--- config.mk ---
export PLATFORM = sky130hd
export DESIGN_NAME = bringup_uart_beacon
export DESIGN_NICKNAME = d
export VERILOG_FILES = /design/src/rtl/bringup_pkg.sv /design/src/rtl/beacon_tick.sv /design/src/rtl/bringup_uart_beacon.sv
export SDC_FILE = /design/constraint.sdc
export NUM_CORES = 1
export LEC_CHECK = 0
export ABC_CLOCK_PERIOD_IN_PS = 4500
export BUFFER_PORTS_ARGS = -buffer_cell sky130_fd_sc_hd__buf_4
export CAP_MARGIN = 40
export CELL_PAD_IN_SITES_DETAIL_PLACEMENT = 1
export CELL_PAD_IN_SITES_GLOBAL_PLACEMENT = 1
export CORE_UTILIZATION = 45
export DETAILED_ROUTE_END_ITERATION = 10
export GPL_ROUTABILITY_DRIVEN = 0
export GPL_TIMING_DRIVEN = 1
export PLACE_DENSITY_LB_ADDON = 0.1
export SETUP_SLACK_MARGIN = 0.3
export SYNTH_ARGS = -nofsm -noshare
export SYNTH_HDL_FRONTEND = slang
export SYNTH_HIERARCHICAL = 1
export SYNTH_SLANG_ARGS = --single-unit
--- constraint.sdc ---
create_clock -name clock -period 4.5 [get_ports clock]
set_input_delay 0.675 -clock clock [delete_from_list [all_inputs] [get_ports clock]]
set_output_delay 0.675 -clock clock [all_outputs]
set_load 0.02 [all_outputs]
--- src/rtl/bringup_pkg.sv ---
// Shared definitions for the bringup UART beacon: frame FSM states, line levels
// and the per-channel identification byte.
package bringup_pkg;

  typedef enum logic [1:0] {
    ST_IDLE,
    ST_START,
    ST_DATA,
    ST_STOP
  } beacon_state_e;

  localparam int unsigned FRAME_BITS     = 10;
  localparam logic        UART_IDLE      = 1'b1;
  localparam logic        LVL_DIR_OUTPUT = 1'b1;

  // Identification byte of a channel; the 8-bit wrap is intentional.
  function automatic logic [7:0] channel_code(input logic [7:0]  base,
                                              input logic [7:0]  step,
                                              input int unsigned ch);
    logic [31:0] sum;
    sum = 32'(base) + 32'(step) * ch;
    return sum[7:0];
  endfunction

endpackage

--- src/rtl/beacon_tick.sv ---
// Enable-gated periodic tick: one-cycle pulse every CLOCKS_PER_PULSE enabled
// cycles, counter held at zero while disabled.
module beacon_tick
  import bringup_pkg::*;
#(
  parameter int unsigned CLOCKS_PER_PULSE = 120000
) (
  input  logic clock,
  input  logic reset_n,
  input  logic enable,
  output logic tick
);

  localparam int unsigned          CNT_W = $clog2(CLOCKS_PER_PULSE);
  localparam logic [CNT_W-1:0]     LAST  = CNT_W'(CLOCKS_PER_PULSE - 1);

  logic [CNT_W-1:0] cnt_q, cnt_d;

  always_comb begin
    cnt_d = cnt_q;
    tick  = 1'b0;
    if (!enable) begin
      cnt_d = '0;
    end else if (cnt_q == LAST) begin
      cnt_d = '0;
      tick  = 1'b1;
    end else begin
      cnt_d = cnt_q + CNT_W'(1);
    end
  end

  always_ff @(posedge clock or negedge reset_n) begin
    if (!reset_n) cnt_q <= '0;
    else          cnt_q <= cnt_d;
  end

endmodule

--- src/rtl/bringup_uart_beacon.sv ---
// Multi-channel 8N1 beacon: one shared baud/bit engine drives every tx pin,
// each active pin carrying its own identification byte.
module bringup_uart_beacon
  import bringup_pkg::*;
#(
  parameter int unsigned CHANNELS         = 16,
  parameter int unsigned CLOCKS_PER_BAUD  = 104,
  parameter int unsigned CLOCKS_PER_PULSE = 120000,
  parameter logic [7:0]  CODE_BASE        = 8'h45,
  parameter logic [7:0]  CODE_STEP        = 8'h04
) (
  input  logic                clock,
  input  logic                reset_n,
  input  logic                enable,
  input  logic                mode,
  input  logic                trigger,
  output logic [CHANNELS-1:0] tx,
  output logic                busy,
  output logic [5:0]          cur_channel,
  output logic [15:0]         frame_count,
  output logic [7:0]          overrun_count
);

  localparam int unsigned       BAUD_W    = $clog2(CLOCKS_PER_BAUD);
  localparam logic [BAUD_W-1:0] BAUD_LAST = BAUD_W'(CLOCKS_PER_BAUD - 1);
  localparam logic [6:0]        CH_COUNT  = 7'(CHANNELS);

  beacon_state_e       state_q, state_d;
  logic [BAUD_W-1:0]   baud_q, baud_d;
  logic [2:0]          bit_q, bit_d;
  logic [CHANNELS-1:0] mask_q, mask_d;
  logic [CHANNELS-1:0] tx_q, tx_d;
  logic                mode_q, mode_d;
  logic                busy_q, busy_d;
  logic [5:0]          cur_q, cur_d;
  logic [15:0]         frames_q, frames_d;
  logic [7:0]          ovr_q, ovr_d;
  logic                tick, start_req, baud_end;
  logic [6:0]          cur_inc;

  beacon_tick #(
    .CLOCKS_PER_PULSE(CLOCKS_PER_PULSE)
  ) u_tick (
    .clock  (clock),
    .reset_n(reset_n),
    .enable (enable),
    .tick   (tick)
  );

  assign start_req = enable & (tick | trigger);
  assign baud_end  = (baud_q == BAUD_LAST);
  assign cur_inc   = {1'b0, cur_q} + 7'd1;

  always_comb begin : fsm
    state_d  = state_q;
    baud_d   = baud_q;
    bit_d    = bit_q;
    mask_d   = mask_q;
    mode_d   = mode_q;
    busy_d   = busy_q;
    cur_d    = cur_q;
    frames_d = frames_q;
    ovr_d    = ovr_q;

    if (busy_q && start_req && (ovr_q != 8'hFF)) ovr_d = ovr_q + 8'd1;

    unique case (state_q)
      ST_IDLE: begin
        if (start_req) begin
          state_d = ST_START;
          baud_d  = '0;
          mode_d  = mode;
          busy_d  = 1'b1;
          for (int unsigned ch = 0; ch < CHANNELS; ch++) begin
            mask_d[ch] = !mode || (cur_q == 6'(ch));
          end
        end
      end
      ST_START: begin
        if (baud_end) begin
          state_d = ST_DATA;
          baud_d  = '0;
          bit_d   = '0;
        end else begin
          baud_d = baud_q + BAUD_W'(1);
        end
      end
      ST_DATA: begin
        if (baud_end) begin
          baud_d = '0;
          if (bit_q == 3'd7) state_d = ST_STOP;
          else               bit_d   = bit_q + 3'd1;
        end else begin
          baud_d = baud_q + BAUD_W'(1);
        end
      end
      ST_STOP: begin
        if (baud_end) begin
          state_d  = ST_IDLE;
          baud_d   = '0;
          busy_d   = 1'b0;
          frames_d = frames_q + 16'd1;
          if (mode_q) cur_d = (cur_inc == CH_COUNT) ? 6'd0 : cur_inc[5:0];
        end else begin
          baud_d = baud_q + BAUD_W'(1);
        end
      end
      default: state_d = ST_IDLE;
    endcase
  end

  // Line levels derive from the next-state values so tx is a plain register
  // that changes on the same edge as the FSM.
  always_comb begin : line_drive
    logic [7:0] code;
    code = '0;
    tx_d = {CHANNELS{UART_IDLE}};
    for (int unsigned ch = 0; ch < CHANNELS; ch++) begin
      code = channel_code(CODE_BASE, CODE_STEP, ch);
      if (mask_d[ch]) begin
        unique case (state_d)
          ST_START: tx_d[ch] = 1'b0;
          ST_DATA:  tx_d[ch] = code[bit_d];
          default:  tx_d[ch] = UART_IDLE;
        endcase
      end
    end
  end

  always_ff @(posedge clock or negedge reset_n) begin
    if (!reset_n) begin
      state_q  <= ST_IDLE;
      baud_q   <= '0;
      bit_q    <= '0;
      mask_q   <= '0;
      tx_q     <= {CHANNELS{UART_IDLE}};
      mode_q   <= 1'b0;
      busy_q   <= 1'b0;
      cur_q    <= '0;
      frames_q <= '0;
      ovr_q    <= '0;
    end else begin
      state_q  <= state_d;
      baud_q   <= baud_d;
      bit_q    <= bit_d;
      mask_q   <= mask_d;
      tx_q     <= tx_d;
      mode_q   <= mode_d;
      busy_q   <= busy_d;
      cur_q    <= cur_d;
      frames_q <= frames_d;
      ovr_q    <= ovr_d;
    end
  end

  assign tx            = tx_q;
  assign busy          = busy_q;
  assign cur_channel   = cur_q;
  assign frame_count   = frames_q;
  assign overrun_count = ovr_q;

endmodule
; ---- After elaboration in Yosys (flattened, before gate mapping)
; Memories as Yosys holds them, arrays and structs flattened.
; Index checks and enable logic that the tools add are counted.
[classes]
reduce_logical = 27
shifts = 0
mux = 71
eq_ne = 27
n_div = 0
n_mul = 0
n_lt_le_gt_ge = 1
add_sub_neg = 6
bitwise_logic = 2
[ops]
columns = op, n
row1 = $eq A6 B4 Y1 const B, 8
row2 = $mux W1, 36
row3 = $mux W17, 2
row4 = $pmux W1 S2, 17
row5 = $mux W16, 2
row6 = $eq A6 B3 Y1 const B, 4
row7 = $add A17 B1 Y17 const B, 1
row8 = $eq A17 B17 Y1 const B, 1
row9 = $add A16 B1 Y16 const B, 1
row10 = $logic_or A1 B1 Y1, 16
row11 = $mux W7, 2
row12 = $pmux W7 S2, 1
row13 = $eq A6 B2 Y1 const B, 2
row14 = $mux W2, 5
row15 = $mux W3, 3
row16 = $add A8 B1 Y8 const B, 1
row17 = $ne A8 B8 Y1 const B, 1
row18 = $pmux W2 S4, 1
row19 = $add A6 B1 Y7 const B, 1
row20 = $add A7 B1 Y7 const B, 1
row21 = $eq A7 B5 Y1 const B, 1
row22 = $eq A7 B7 Y1 const B, 1
row23 = $eq A2 B2 Y1 const B, 3
row24 = $eq A6 B1 Y1 const B, 1
row25 = other kinds (17), 22
[word_totals]
rom_bits = 128
out_inout_bits = 47
regBits = 93
latch_bits = 0
wordCells = 161
ramBits = 0
n_memories = 16
in_bits = 5
[memory_table]
columns = name, depth, width, rd, rd_ports_with_merged_regs, wr, line
row1 = (no name shown), 8, 1, 1, 0, 0, bringup_uart_beacon.sv:123  ; ST_DATA: tx_d[ch] = code[bit_d];
row2 = (no name shown), 8, 1, 1, 0, 0, bringup_uart_beacon.sv:123
row3 = (no name shown), 8, 1, 1, 0, 0, bringup_uart_beacon.sv:123
row4 = (no name shown), 8, 1, 1, 0, 0, bringup_uart_beacon.sv:123
row5 = (no name shown), 8, 1, 1, 0, 0, bringup_uart_beacon.sv:123
row6 = (no name shown), 8, 1, 1, 0, 0, bringup_uart_beacon.sv:123
row7 = +10 memories, --, --, --, --, --, --

; ---- Logic depth before layout (Yosys ltp)
; Gate-level depths: netlist of the first run.
[logic_depth]
ltp_word = 10
ltp_mapped = 11
depth_no_buf = 11

; ---- By module
; Netlist of the first run, hierarchy kept.
[modules_own_cells]
columns = module, seq_area_each_um2, cells_each, area_each_um2, n_inst
row1 = bringup_uart_beacon, 1921.8, 370, 3956.3, 1
row2 = beacon_tick, 425.4, 86, 858.3, 1

; ---- Worst setup path after synthesis of the first run
; No wires, ideal clock.
[synth_path]
kind = flip-flop to flip-flop
from = register baud_q[3]
to = register tx_q[1] (netlist: tx[1])
arrival_ns = 2.691
path_slack_ns = 1.731
setup_ns = 0.079
synth_period_minus_slack_ns = 2.769
path_buffers = 1
required_ns = 4.421
stages_incl_launch_ff = 11
cell_sequence = dfrtp_1 > buf_2 > or3b_2 > nor2_1 > nand2_1 > mux2i_1 > o21ai_0 > ha_1 > or3_1 > and4_1 > o21ai_0
[synth_via]
elab_chain_len = 7
word_cells_on_any_way = 14
classes_between = eq/ne: 3 / mux: 10 / memory: 1
[synth_lines]
columns = element, line
row1 = from (decl), bringup_uart_beacon.sv:29  ; logic [BAUD_W-1:0] baud_q, baud_d;
row2 = from (signal assigned), bringup_uart_beacon.sv:144  ; baud_q <= baud_d;
row3 = $eq A7 B7 Y1 *, bringup_uart_beacon.sv:51  ; assign baud_end = (baud_q == BAUD_LAST);
row4 = "$mux W3, on equally long branches", "bringup_uart_beacon.sv:89, bringup_uart_beacon.sv:80"
row5 = $pmux W3 S2 *, bringup_uart_beacon.sv:67  ; unique case (state_q)
row6 = net bit_d[1], bringup_uart_beacon.sv:30  ; logic [2:0] bit_q, bit_d;
row7 = $mem_v2 Z8 W1 *, --
row8 = $mux W1 (implied by the code) *, bringup_uart_beacon.sv:123
row9 = $pmux W1 S2 *, bringup_uart_beacon.sv:121  ; unique case (state_d)
row10 = $mux W1 *, bringup_uart_beacon.sv:120  ; if (mask_d[ch]) begin
row11 = net tx_d[1], bringup_uart_beacon.sv:32  ; logic [CHANNELS-1:0] tx_q, tx_d;
row12 = to (signal assigned), bringup_uart_beacon.sv:136  ; tx_q <= {CHANNELS{UART_IDLE}};
row13 = to (signal assigned), bringup_uart_beacon.sv:147  ; tx_q <= tx_d;
row14 = to (decl), bringup_uart_beacon.sv:32
; The timed path passes the listed nets; every way through them passes the cells marked *. The select of a mux whose other input is x is not followed.
; A chain may end at the register's enable or synchronous reset.

; ---- Final worst setup path of the first run
[layout_path]
from = register state_q[0]
to = register tx_q[1] (netlist: tx[1])
[layout_via]
elab_chain_len = 6
word_cells_on_any_way = 18
classes_between = eq/ne: 5 / mux: 11 / reduce/logical: 1 / memory: 1
[layout_lines]
columns = element, line
row1 = from (decl), bringup_uart_beacon.sv:28  ; beacon_state_e state_q, state_d;
row2 = from (signal assigned), bringup_uart_beacon.sv:143  ; state_q <= state_d;
row3 = $eq A2 B2 Y1 or $eq A2 B1 Y1 (tied branches), bringup_uart_beacon.sv:67
row4 = $pmux W3 S2 *, bringup_uart_beacon.sv:67
row5 = net bit_d[1], bringup_uart_beacon.sv:30
row6 = $mem_v2 Z8 W1 *, --
row7 = $mux W1 (implied by the code) *, bringup_uart_beacon.sv:123
row8 = $pmux W1 S2 *, bringup_uart_beacon.sv:121
row9 = $mux W1 *, bringup_uart_beacon.sv:120
row10 = net tx_d[1], bringup_uart_beacon.sv:32
; Marked as above.

==> results of run 1 <==
## synthesized netlist by cell type, drive strengths merged, types with 6 or more instances
master / n
nand2: 27
mux2: 20
inv: 17
o21ai: 42
clkbuf: 10
nand2b: 6
buf: 7
ha: 20
and3: 10
dfrtp: 77
a21oi: 6
dfstp: 16
nand3: 19
and2: 13
xnor2: 38
nand4: 18
nor2: 30
nor3: 10
## routing by layer
metal	wire, microns	track usage [%]	vias to the layer above
met1	5370	30.5	1814
li1	-	-	1715
met5	0	0	-
met3	250	3.40	14
met2	5190	35.2	52
met4	223	8.95	0
## power breakdown
group	internal [W]	switching, W	total, W
clock	0.000313	0.000296	0.000609
sequential	0.00104	0.0000849	0.00112
combinational	0.000288	0.000400	0.000687
## cell families after synthesis
logic type,share of synthesized area (%)
xor gates and xnor gates,7.82
and+or+nand+nor,18.2
adders and majority gates,5.20
muxes,5.30
DFF,48.8
AOI/OAI and AO/OA,11.7
buffers and inverters,2.99
## flip-flops by register name, indices dropped and copies added, names as in the netlist
signal and cells:
overrun_count 8, state_q 2, frame_count 16, u_tick/cnt_q 17, baud_q 7, busy 1
mask_q 16, cur_channel 6, tx 16, bit_q 3, mode_q 1
## layout make-up
class | count | area (sq um)
Clock buffer | 12 | 135
Clock inverter | 4 | 72.6
Fill cell | 1157 | 4840
Inverter | 17 | 63.8
Multi-Input combinational cell | 329 | 2320
Sequential cell | 93 | 2350
Tap cell | 136 | 170
Timing Repair Buffer | 55 | 417
## cell usage in the layout, fill, tap and decap left out, types with 4 or more instances in the layout
| cell | count |
|---|---|
| dfrtp_1 | 77 |
| buf_4 | 54 |
| xnor2_1 | 38 |
| o21ai_0 | 35 |
| nor2_1 | 30 |
| nand2_1 | 27 |
| mux2_2 | 20 |
| ha_1 | 20 |
| nand3_1 | 18 |
| nand4_1 | 17 |
| inv_1 | 17 |
| dfstp_2 | 16 |
| and2_1 | 13 |
| and3_1 | 10 |
| nor3_1 | 10 |
| clkbuf_8 | 9 |
| o21ai_1 | 7 |
| a21oi_1 | 6 |
| nand2b_1 | 6 |
| and4_1 | 5 |
| xor2_1 | 5 |
| or3b_2 | 5 |
| nor4_1 | 5 |
| a22oi_1 | 4 |
## through the flow
step	hold WS [ns]	utilization (%)	std cells	total power, W
after CTS	0.383	53.3	646	0.00245
after detailed placement	0.468	51.3	630	0.00183
final	0.358	53.3	646	0.00242
after floorplan	0.379	-	456	0.00157
after global placement	0.466	51.2	629	0.00180
after global routing	0.409	53.3	646	0.00256
## how the worst max path moves through the flow
| stage | startpoint | endpoint | slack [ns] | depth (start not counted) |
|---|---|---|---|---|
| floorplan | baud_q[3] | tx[1] | 1.73 | 10 |
| global placement | baud_q[3] | tx[1] | 1.48 | 9 |
| detailed placement | state_q[0] | tx[1] | 1.36 | 10 |
| CTS | state_q[0] | tx[1] | 1.32 | 10 |
| global route | state_q[0] | tx[1] | 1.05 | 10 |
| finish | state_q[0] | tx[1] | 1.31 | 10 |
==> flow_summary.yaml, run 1 <==
yosys:
  syn_area_sq_um: 4810
  synth-edff-count: 0
  syn_inst: 456
  synth.distinct_cells: 58
  synth_top_area_share_pct: 40.0
  synth_area_leaders: "dfrtp_1 (40%), dfstp_2 (8.7%), xnor2_1 (6.9%)"
  yosys.area.top_type: "dfrtp_1"
  ys_warn_count: 6
  synth_nets: 481
  synth_seq_area_share_pct: 48.8
  synth_area_per_cell_sq_um: 10.6
  synth_seq_cells: 93
  postSynth.asyncResetShare_pct: 100
  ys.flop_type: "dfrtp_1"
global_routing:
  grt_max_degree: 62
  overflow: 0
  grt_pass1_wl_microns: 19300
  antenna_found_initial: 0
  grt_pass1_vias: 3800
  grt_usage_pct: 22.2
die:
  die_area_sq_um: 11100
  chipHeight_microns: 105
  start_util_pct: 46.4
  ios: 52
  core_sq_um: 10400
  die_width_microns: 105
  rows: 37
route:
  vias: 3595
  wirelength_microns: 11000
  ant_nets: 0
  first_pass_iters: 6
  drt_iter0_markers: 156
  wire_per_inst_microns: 17.1
  drc: 0
  viasPerCell: 5.57
cells_and_area:
  layout-drive-gt1-share_pct: 22.5
  area_growth_syn_to_layout_pct: 14.8
  antennaDiodeCount: 0
  design_area_sq_um: 5530
  fin_nets: 530
clock_tree:
  cts_buffers: 9
  cts_tree: "done"
  cts-hold-fix-buffers: 0
  worstSkewPairLatency_ns: 0.37
  clock_sinks: 93
  postCtsSetupBuffers: 0
  cts_root_buffer: "clkbuf_8"
  cts.htree.levels: 3
  cts_resized: 0
  clock_path_buffers: 2
  path_clk_slew_ns: 0.09
worst_setup_path:
  crit_slowest_cell: "ha_1"
  worstPathRequired_ns: 4.80
  r2r_end: "tx[1]"
  crit_type: "reg2reg"
  path_cells: "inv_1 > ha_1 > a21boi_0 > nand2_1 > mux2i_1 > o21ai_0 > ha_1 > or3_1 > and4_1 > o21ai_0"
  crit_path_start_kind: "flip-flop"
  critPathArrivalTime_ns: 3.49
  r2r_start: "state_q[0]"
  r2r_slack_ns: 1.31
  crit_path_end_kind: "flip-flop"
  max_stage_delay_ns: 0.44
  r2r_cells: 10
  path_delay_family: "compound AO/OA/AOI/OAI gates"
  cp_max_fo: 8
  cp_num_buf_inv: 1
timing:
  finalHoldViolations: 0
  slew_headroom_pct: 47.4
  fin_tns_setup_ns: 0
  clock.fmax_mhz: 314
  min_period_ns: 3.19
  rsz0062_at_grt: "no"
  skew_ns: 0.0115
  finalSetupViolCount: 0
  tightestPinTransition_ns: 0.783
  layout_worst_path_cycle_share_pct: 70.9
  maxSlewViolCount: 0
  fin_ws_ns: 1.31
place:
  preCtsSetupSlack_ns: 1.36
  dp.final_hpwl_microns: 8100
  portBuffers: 51
  placed_area_sq_um: 5320
power_and_ir_drop:
  powerDensity_nw_per_um2: 438
  irDropWorstVdd_v: 0.000312
  p_leak_nw: 2.43
flow_run:
  max-cap-violations: 0
min_path:
  min_path_type: "in2async"
outcome:
  run_status: "completed"
Note: power is estimated with default switching activity, not from simulation.
==> inputs of run 2 (changes only) <==
Settings changed: ABC_CLOCK_PERIOD_IN_PS 4500 to 3300.
Clock period 4.5 ns to 3.3 ns, I/O delays scaled along.
==> flow_summary.yaml, run 2 (synthesis gave the netlist of run 1 again) <==
outcome:
  run_status: "completed"
global_routing:
  grt_pass1_vias: 3694
  antenna_found_initial: 0
  grt_pass1_wl_microns: 18400
  grt_usage_pct: 21.3
  grt_max_degree: 62
  overflow: 0
power_and_ir_drop:
  sw_frac_of_total_pct: 32.9
  clock_power_share_pct: 23.8
  p_switching_w: 0.00108
  powerDensity_nw_per_um2: 582
  p_int_w: 0.00220
  p_seq_share_pct: 46.8
  p_leak_nw: 2.48
  p_comb_share_pct: 29.4
  power_w: 0.00328
  irDropWorstVdd_v: 0.000320
clock_tree:
  cts_tree: "done"
  path_clk_slew_ns: 0.09
  cts_buffers: 9
  worstSkewPairLatency_ns: 0.37
  clock_path_buffers: 2
  cts.htree.levels: 3
  cts_root_buffer: "clkbuf_8"
  clock_sinks: 93
route:
  drt_iter0_markers: 68
  wirelength_microns: 11200
  highest_layer: "met4"
  dr_wl_met2_microns: 5340
  wire_per_inst_microns: 17.0
  viasPerCell: 5.53
  vias: 3632
  drc: 0
  ant_nets: 0
  first_pass_iters: 4
  route.met3.wl_microns: 290
  met1_length_microns: 5360
die:
  core_sq_um: 10400
  ios: 52
  chipHeight_microns: 105
  die_area_sq_um: 11100
  start_util_pct: 46.4
  rows: 37
  die_width_microns: 105
timing:
  whs_ns: 0.200
  finalSetupViolCount: 0
  slew_headroom_pct: 48.4
  rsz0062_at_grt: "no"
  tightestPinTransition_ns: 0.774
  layout_worst_path_cycle_share_pct: 85.4
  maxSlewViolCount: 0
  finalHoldViolations: 0
  skew_ns: 0.00786
  min_period_ns: 2.82
  clock.fmax_mhz: 355
  fin_tns_setup_ns: 0
worst_setup_path:
  crit_path_start_kind: "flip-flop"
  cp_max_fo: 5
  crit_type: "reg2reg"
  crit_slowest_cell: "or3b_2"
  path_cells: "or3b_2 > o21ai_2 > a21boi_1 > or2_2 > ha_1 > or3_1 > and4_1 > o21ai_0"
  critPathArrivalTime_ns: 3.10
  max_stage_delay_ns: 0.53
  worstPathRequired_ns: 3.59
  r2r_slack_ns: 0.48
  r2r_start: "baud_q[3]"
  r2r_end: "tx[1]"
  crit_path_end_kind: "flip-flop"
  r2r_cells: 8
flow_run:
  max-cap-violations: 0
place:
  dp.final_hpwl_microns: 8170
  placedCellCount: 637
  portBuffers: 51
cells_and_area:
  layout-drive-gt1-share_pct: 25.9
  final_cell_mix: "dfrtp_1 (75), buf_4 (64), xnor2_1 (38)"
  layout_commonest_cell: "dfrtp_1"
  largest_register: "u_tick/cnt_q"
  fin_cells: 657
  fin_nets: 541
  antennaDiodeCount: 0
  largest_reg_flops: 17
  area_growth_syn_to_layout_pct: 17.0
min_path:
  min_path_type: "in2async"
## run 2: cell count changes in the layout (fill, tap and decap cells not counted), sizes merged
cell	change
clkbuf	-1
buf	+11
bufinv	-1
clkinvlp	+3
clkinv	-1
## run 2: worst max-delay path by stage
stage / cells past startpoint / endpoint / start / slack (ns)
CTS: 10 / tx[1] / state_q[0] / 0.30
global placement: 9 / tx[1] / baud_q[3] / 0.46
floorplan: 10 / tx[1] / baud_q[3] / 0.53
detailed placement: 10 / tx[1] / state_q[0] / 0.35
global route: 9 / tx[12] / u_tick/cnt_q[8] / 0.32
finish: 8 / tx[1] / baud_q[3] / 0.48
## run 2: layout make-up
type | count | area (sq um)
well taps | 136 | 170
clock buffers | 11 | 141
flip-flops and latches | 93 | 2350
inverters | 17 | 63.8
repair buffers | 66 | 512
clock inverters | 5 | 60.1
multi-input cells | 329 | 2340
fillers | 1172 | 4730
## run 2: power groups by stage
stage               registers [W]  clock network (W)  logic [W]
floorplan                 0.00165                  0   0.000499
global placement          0.00154                  0   0.000921
finish                    0.00153           0.000780   0.000965
global route              0.00156           0.000849    0.00106
detailed placement        0.00156                  0   0.000946
CTS                       0.00154           0.000810   0.000952
## run 2: layer usage
metal / up-vias / global-route usage (%)
met4: 0 / 8.35
met5: - / 0
met3: 15 / 3.77
met2: 46 / 34.2
met1: 1834 / 28.7
li1: 1737 / -
## run 2: critical path: cells and delay by family, from the launching register on
family                     cells  cell delay (ns)
adders and majority gates      1             0.35
AOI/OAI and AO/OA              3             0.43
DFF                            1             0.45
and+or+nand+nor                4             1.51
## run 2: what timing repair did
item,in CTS,in global routing
hold buffers,0,0
hold endpoints to repair,0,0
setup buffers,0,4
gates resized for setup,0,9
setup endpoints to repair,0,13
## run 2: stage by stage
step	cell area (sq um)	utilization, %	setup WS, ns
floorplan	4810	-	0.531
global placement	5380	51.8	0.464
detailed placement	5390	51.9	0.350
CTS	5590	53.9	0.301
global route	5640	54.3	0.317
finish	5640	54.3	0.483
==> inputs of run 3 (changes only) <==
==> constraint.sdc (replaced) <==
create_clock -name clock -period 3.3 [get_ports clock]
set_input_delay 0.66 -clock clock [delete_from_list [all_inputs] [get_ports clock]]
set_output_delay 0.66 -clock clock [all_outputs]
set_load 0.02 [all_outputs]
==> flow_summary.yaml, run 3 (synthesis gave the netlist of run 1 again) <==
cells_and_area:
  design_area_sq_um: 5630
  layout-drive-gt1-share_pct: 25.5
  fin_cells: 653
  largest_reg_flops: 17
  largest_register: "u_tick/cnt_q"
  area_growth_syn_to_layout_pct: 17.0
  final_cell_mix: "dfrtp_1 (75), buf_4 (60), xnor2_1 (38)"
  antennaDiodeCount: 0
  post-route-util_pct: 54.3
  layout_commonest_cell: "dfrtp_1"
  fin_nets: 537
die:
  rows: 37
  start_util_pct: 46.4
  die_area_sq_um: 11100
  die_width_microns: 105
  ios: 52
  chipHeight_microns: 105
  core_sq_um: 10400
worst_setup_path:
  r2r_slack_ns: 0.45
  r2r_start: "baud_q[3]"
  r2r_cells: 8
  crit_type: "reg2reg"
  crit_path_start_kind: "flip-flop"
  r2r_end: "tx[1]"
  worstPathRequired_ns: 3.58
  crit_path_end_kind: "flip-flop"
  cp_max_fo: 8
  critPathArrivalTime_ns: 3.13
timing:
  finalHoldViolations: 0
  clock.fmax_mhz: 351
  rsz0062_at_grt: "no"
  finalSetupViolCount: 0
  layout_worst_path_cycle_share_pct: 86.2
  min_period_ns: 2.85
  tightestPinTransition_ns: 0.767
  skew_ns: 0.00788
  slew_headroom_pct: 48.9
  fin_tns_setup_ns: 0
  maxSlewViolCount: 0
clock_tree:
  cts_tree: "done"
  path_clk_slew_ns: 0.09
  postCtsSetupBuffers: 0
  clock_path_buffers: 2
  cts_buffers: 9
  worstSkewPairLatency_ns: 0.35
  clock_sinks: 93
  cts.htree.levels: 3
  cts_root_buffer: "clkbuf_8"
power_and_ir_drop:
  sw_frac_of_total_pct: 32.2
  p_switching_w: 0.00107
  irDropWorstVdd_v: 0.000380
  p_leak_nw: 2.47
  p_int_w: 0.00225
  p_seq_share_pct: 46.1
  p_comb_share_pct: 28.7
  powerDensity_nw_per_um2: 590
  clock_power_share_pct: 25.3
place:
  portBuffers: 51
  placed_area_sq_um: 5390
  placedCellCount: 637
  dp.final_hpwl_microns: 8100
global_routing:
  grt_max_degree: 62
  grt_pass1_vias: 3694
  grt_usage_pct: 21.2
  overflow: 0
  antenna_found_initial: 0
  grt_pass1_wl_microns: 18500
route:
  drc: 0
  viasPerCell: 5.50
  wire_per_inst_microns: 16.7
  first_pass_iters: 4
  drt_iter0_markers: 122
  ant_nets: 0
  vias: 3589
  wirelength_microns: 10900
outcome:
  run_status: "completed"
flow_run:
  max-cap-violations: 0
min_path:
  min_path_type: "in2async"
-- run 3: critical path: stages (launching register included) --
cell and delay, ns:
dfrtp_2 0.47, or3b_2 0.54, o21ai_2 0.17, a21boi_1 0.12, or2_2 0.36, ha_1 0.35, or3_1 0.41, and4_1 0.20
o21ai_0 0.15
-- run 3: cell type report --
type                            instances  area, sq um
Fill cell                            1147         4740
Clock inverter                          7          100
Tap cell                              136          170
Timing Repair Buffer                   62          482
Multi-Input combinational cell        329         2340
Clock buffer                            9          124
Inverter                               17         63.8
Sequential cell                        93         2350
-- run 3: repair_timing --
action                     4_1_cts  5_1_grt
setup endpoints to repair        0        6
hold buffers                     0        0
gates resized for setup          0       10
-- run 3: power groups by stage --
stage / sequential (W) / clock (W) / combinational [W]
after floorplan: 0.00165 / 0 / 0.000499
after global placement: 0.00154 / 0 / 0.000921
after detailed placement: 0.00156 / 0 / 0.000946
after CTS: 0.00153 / 0.000873 / 0.000950
after global routing: 0.00156 / 0.000913 / 0.00105
final: 0.00153 / 0.000839 / 0.000954
-- run 3: through the flow --
stage	setup WS (ns)	power, W	hold WS, ns
6_report	0.454	0.00332	0.354
4_1_cts	0.331	0.00336	0.388
2_1_floorplan	0.531	0.00215	0.364
5_1_grt	0.319	0.00352	0.409
3_5_place_dp	0.356	0.00250	0.472
3_3_place_gp	0.476	0.00246	0.465
-- run 3: layer usage --
layer  share of wire [%]  up-vias  global-route usage [%]
li1                    -     1728                       -
met5                   0        -                       0
met1                  48     1809                    28.7
met4                0.95        0                    5.84
met3                 2.6        9                    3.96
met2                  48       43                    34.9
-- run 3: how the worst max path moves through the flow --
stage / slack, ns / endpoint / cells after the start / start
4_1_cts: 0.33 / tx[1] / 10 / state_q[0]
3_3_place_gp: 0.48 / tx[1] / 10 / state_q[0]
3_5_place_dp: 0.36 / tx[1] / 10 / state_q[0]
6_report: 0.45 / tx[1] / 8 / baud_q[3]
2_1_floorplan: 0.53 / tx[1] / 10 / baud_q[3]
5_1_grt: 0.32 / tx[1] / 8 / baud_q[3]
